`src/rtl/lneg_seq.sv`:
```
// lneg_seq: multi-cycle logical negation !(|vin), OR-reducing one CHUNK per cycle, MSB chunk first
module lneg_seq #(
   parameter int WIDTH = 16,
   parameter int CHUNK = 4,
   parameter bit EARLY = 1'b1
) (
   input  logic             clk,
   input  logic             rst_n,
   input  logic             start,
   input  logic [WIDTH-1:0] vin,
   output logic             busy,
   output logic             done,
   output logic             vout
);
   localparam int N  = WIDTH / CHUNK;
   localparam int CW = (N > 1) ? $clog2(N) : 1;
   typedef enum logic [1:0] {IDLE, RUN, DONE} state_t;
   state_t           state, state_nx;
   logic [WIDTH-1:0] sreg;
   logic [CW-1:0]    cnt;
   logic             acc, acc_nx, last;
   assign busy = state != IDLE;
   always_comb begin
      acc_nx   = acc | (|sreg[WIDTH-1 -: CHUNK]);
      last     = (cnt == CW'(N - 1)) || (EARLY && acc_nx);
      state_nx = state == IDLE ? (start ? RUN : IDLE) :
                 state == RUN  ? (last ? DONE : RUN) : IDLE;
   end
   always_ff @(posedge clk) begin
      if (!rst_n) begin
         state <= IDLE;
         sreg  <= '0;
         acc   <= 1'b0;
         cnt   <= '0;
         done  <= 1'b0;
         vout  <= 1'b0;
      end else begin
         state <= state_nx;
         done  <= state == RUN && last;
         if (state == IDLE && start) begin
            sreg <= vin;
            acc  <= 1'b0;
            cnt  <= '0;
         end else if (state == RUN) begin
            acc  <= acc_nx;
            sreg <= sreg << CHUNK;
            cnt  <= cnt + 1'b1;
            if (last) vout <= ~acc_nx;
         end
      end
   end
endmodule

```
`config.mk`:
```
export PLATFORM = sky130hd
export DESIGN_NAME = lneg_seq
export DESIGN_NICKNAME = d
export VERILOG_FILES = /design/src/rtl/lneg_seq.sv
export SDC_FILE = /design/constraint.sdc
export NUM_CORES = 1
export LEC_CHECK = 0
export CAP_MARGIN = 40
export CORE_UTILIZATION = 30
export DETAILED_ROUTE_END_ITERATION = 10
export SETUP_SLACK_MARGIN = 0.4
export SLEW_MARGIN = 10
export SYNTH_ARGS = -nofsm -noshare
export SYNTH_HDL_FRONTEND = slang
export SYNTH_SLANG_ARGS = --single-unit
export TNS_END_PERCENT = 100
```
`constraint.sdc`:
```
create_clock -name clk -period 1.4 [get_ports clk]
set_input_delay 0.21 -clock clk [delete_from_list [all_inputs] [get_ports clk]]
set_output_delay 0.21 -clock clk [all_outputs]
set_load 0.01 [all_outputs]
```
Word-level counts from Yosys, hierarchy flattened
Index checks and enable logic that the tools add are counted.
Storage, ports and cells
  flip-flop bits (word level): 23
  input port bits: 19
  output and inout port bits: 3
  logic and storage cells: 28
Cells by class
  add/subtract/negate cells: 1
  equal/unequal tests: 2
  multiplexer cells: 6
  bitwise gates (word level): 4
  reduce and logical (&&, ||, !) cells: 9
Operators by type and width (number)
  16-bit 2-to-1 mux: 2
  2-bit 2-to-1 mux: 3
  2-bit nonzero test: 2
  4-bit OR reduction: 1
  1-bit inverter: 3
  3-bit AND reduction: 1
  2-bit by 1-bit adder with 2-bit output, second input constant: 1
  2-bit by 1-bit equality test with 1-bit output, second input constant: 1
  2-bit equality test, second input constant: 1
  1-bit logical AND: 2
  2-bit zero test: 1
  2-bit OR reduction: 1
  1-bit logical OR: 1
  1-bit 2-to-1 mux: 1
  1-bit bitwise OR: 1

Longest topological paths before layout
  depth in word-level cells: 6
  depth in mapped cells: 4
  mapped depth without buffers: 3

Worst setup path before layout
Ideal clock, no wire load.
  kind: flip-flop to flip-flop
  start: register state[0]
  end: register sreg[11]
  arrival: 0.986 ns
  setup slack: 0.327 ns
  stages on the path, launching flop included: 4
  path buffers: 0
  clock period less this slack: 1.073 ns
  cell sequence: dfxtp_1 nor3b_2 a21oi_2 a221oi_2
On the way
  cells in the longest elaborated chain, start to end: 3
  elaborated cells between the ends (all ways): 5
Ends and longest elaborated chain
  start, declared: RTL line 18  | state_t state, state_nx;
  start signal, assigned: RTL line 38  | state <= state_nx;
  2-bit zero test: RTL line 40  | if (state == IDLE && start) begin
  1-bit logical AND: RTL line 40
  16-bit 2-to-1 mux or 2-bit nonzero test (tied branches)
  end signal, assigned: RTL line 41  | sreg <= vin;
  end signal, assigned: RTL line 46  | sreg <= sreg << CHUNK;
  end, declared: RTL line 19  | logic [WIDTH-1:0] sreg;
Parallel ways exist; a longest one is shown, timed or not.
A chain may end at the register's enable or synchronous reset.

Worst setup path in the final report
  start: register state[1]
  end: register sreg[11]
The elaborated chain is that of the path after synthesis.

==> metrics.txt <==
status=finished clean; HPWL Detailed=between 1500 and 2000 um; ANT nets after route=0; mux cell area share after synthesis=0.0108; Crit-path slowest cell=dfxtp_4; worst reg2reg path depth=4; post-synthesis sequential area ratio=0.497; Tcrit/Tclk final=0.854; library cells used by synthesis=29; sequential share of power=0.508; WS Path Type=flop to flop; simple-gate portion of the synthesized area=0.0837; Final Instance Area=approximately 0.0015 mm2; CTS clk-pin slew, worst paths=0.15 ns; Rows=19; clock latency on the worst-skew pair=0.33 ns; DR pass1 iterations=4; YS warnings=0; sw frac=0.314; largest family of logic cells by synthesized area=compound AO/OA/AOI/OAI gates; worst path bufs/invs=1; Comb power frac=0.274; Core Util, Final=0.510; clk sinks=23; post-layout min period=between 1 and 1.5 ns; Port Buffer Count=21; CP max stage delay=approximately 0.38 ns; adder-cell share of the synthesized area=0.0135; Post-Syn Instances=100; share of cells above drive strength 1=0.432; Area growth syn-to-layout=57.0%; DIE WIDTH=about 58 um; Slew Viols, Final=0; Main synth FF type=dfxtp_1; DR iter-0 viols=25; delay-heaviest family, CP=flip-flops; number of max-cap violations=0; CP Data Arrival Time=roughly 1.4 ns; largest net degree at the start of global routing=15; Pleak=between 0.0005 and 0.0006 uW; syn_nets=120; final setup vio count=0; vias in the first global route=a little under 800; Vias/cell=5.45; Final Hold Vio Count=0; top cells by count, synth=23 x dfxtp_1, 12 x a21oi_1, 11 x o21ai_0, 10 x o22ai_1, 8 x nor2_1; PD cells=roughly 1000 mW/mm2; Psw=approximately 480 uW; Inserted Clock Buffers=3; routability cong.=between 0.7 and 0.8; crit path to=sreg[11]; Ant. Diodes=0; area leader, netlist=dfxtp_1; Crit Reg-Reg Endpoint=sreg[11]; final WL=2610 um; fmax=between 800 and 900 MHz; Die ar.=roughly 0.0033 mm2; Final nets=about 150; post-synth top area share=0.497; Power Internal=approximately 1000 uW; Crit. path cell count=4; gr ovfl total=0; clk root buf=clkbuf_4; CP Launch Point=state[1]; Register-to-Register Setup Slack=slightly above 0.2 ns; GRT Total Usage=0.144; unrepaired setup endpoints after global routing=yes; Critical Path RT=between 1.5 and 2 ns; Post-synth EDFFs=0; post-synthesis compound-gate area fraction=0.348; Worst Skew=about 0.015 ns; worst hold path type=input port to flop; Critical Path Start Type=flop; Mean Syn Cell Area=approximately 9.3 um2; placed instance area=between 0.001 and 0.0015 mm2; starting density of the core=0.325; first-pass GRT wire length=3650 um; top post-synthesis cells by area=dfxtp_1 50%, o22ai_1 6.7%, a21oi_1 6.5%; worst slew pin tran=0.320 ns; DRC Markers=0; via count=approximately 890; Die Y-Extent=~58 um; Worst slew margin=0.787; clk buf depth=2; Synth async-reset ratio=0; Ports=22; crit path capture type=flop; WL/cell=around 16 um; Crit Path Max Fanout=8; worst vdd ir=between 0.5 and 0.6 mV; crit path cell chain=buf_6, and2b_4, a21oi_2, a221oi_2; htree depth=1; worst r2r src=state[1]; XOR/XNOR Fraction of Synth Area=0; most common cell in the netlist=dfxtp_1; Clock power frac=0.218; number of synthesized register bits=23; Core Area=between 0.002 and 0.003 mm2; Mapped Area=a little over 900 um2; antenna violations before repair=0; CTS tree=yes
-- per-stage QoR --
step | std cells | TNS, ns | total power (uW) | worst slack (ns) | hold slack (ns)
CTS | 159 | 0 | 1440 | 0.237 | 0.458
detailed placement | 152 | -1.35 | 1060 | -0.111 | 0.472
global placement | 152 | -1.09 | 1050 | -0.113 | 0.466
global route | 163 | 0 | 1590 | 0.173 | 0.473
floorplan | 100 | 0 | 936 | 0.392 | 0.348
finish | 163 | 0 | 1520 | 0.204 | 0.476
-- worst min path at each step --
stage / start / to / slack (ns) / cells past startpoint
final: vin[11] / sreg[11] / 0.48 / 3
after CTS: vin[11] / sreg[11] / 0.46 / 3
after floorplan: rst_n / sreg[4] / 0.35 / 2
after global placement: state[1] / state[0] / 0.47 / 1
after global routing: vin[11] / sreg[11] / 0.47 / 3
after detailed placement: state[1] / state[0] / 0.47 / 1
-- metal layers --
metal | wire (um) | GRT usage | up-vias
li1 | - | - | 437
met4 | 44 | 0.0523 | 0
met1 | 1180 | 0.181 | 432
met2 | 1290 | 0.233 | 15
met5 | 0 | 0 | -
met3 | 97 | 0.0431 | 4
-- power by group through the flow --
stage	clock [uW]	combinational, uW	sequential, uW
finish	332	417	774
detailed placement	0	288	772
global placement	0	283	771
floorplan	0	175	762
global route	365	444	780
CTS	337	342	759
-- sequential cells by signal, summed over array words and instances (netlist names) --
name and flops:
acc 1, done 1, vout 1, cnt 2
state 2, sreg 16
-- placed cells by master, fill, tap and decap left out, types with 2 or more instances in the layout --
cell type         n
o21ai_4           4
a22oi_1           5
a21oi_1           5
a211oi_1          2
a21oi_2           8
o22ai_2           2
dfxtp_1          18
o211a_1           3
buf_6             5
dfxtp_2           3
nor2_1            8
o22ai_1           8
inv_2             2
clkdlybuf4s50_1  17
o21ai_2           7
dfxtp_4           2
buf_4             8
clkbuf_4          3
buf_8             2
-- worst register-to-register path, cell delays in order (launching register included) --
cell	delay, ns
dfxtp_4	0.38
buf_6	0.13
and2b_4	0.30
a21oi_2	0.07
a221oi_2	0.23
-- logic make-up after synthesis --
| kind of cell | after synthesis |
|---|---|
| adder cells (fa/ha/maj) | 1 |
| flip-flops | 23 |
| AO/OA/AOI/OAI | 50 |
| buffers and inverters | 10 |
| multiplexers | 1 |
| AND/OR/NAND/NOR | 15 |
-- area by class of cell --
type / count / area (um2)
fillers: 259 / 1400
multi-input cells: 67 / 569
flip-flops and latches: 23 / 472
repair buffers: 34 / 330
well taps: 31 / 38.8
clock buffers: 3 / 22.5
inverters: 4 / 15.0
clock inverters: 1 / 7.51
-- repair_timing --
action / in CTS / in global routing
setup buffers: 3 / 4
cloned: 0 / 0
hold buffers: 0 / 0
endpoints found under the setup margin: 26 / 26
gates resized for setup: 47 / 23
pin swaps: 10 / 2
Note: power is estimated with default switching activity, not from simulation.
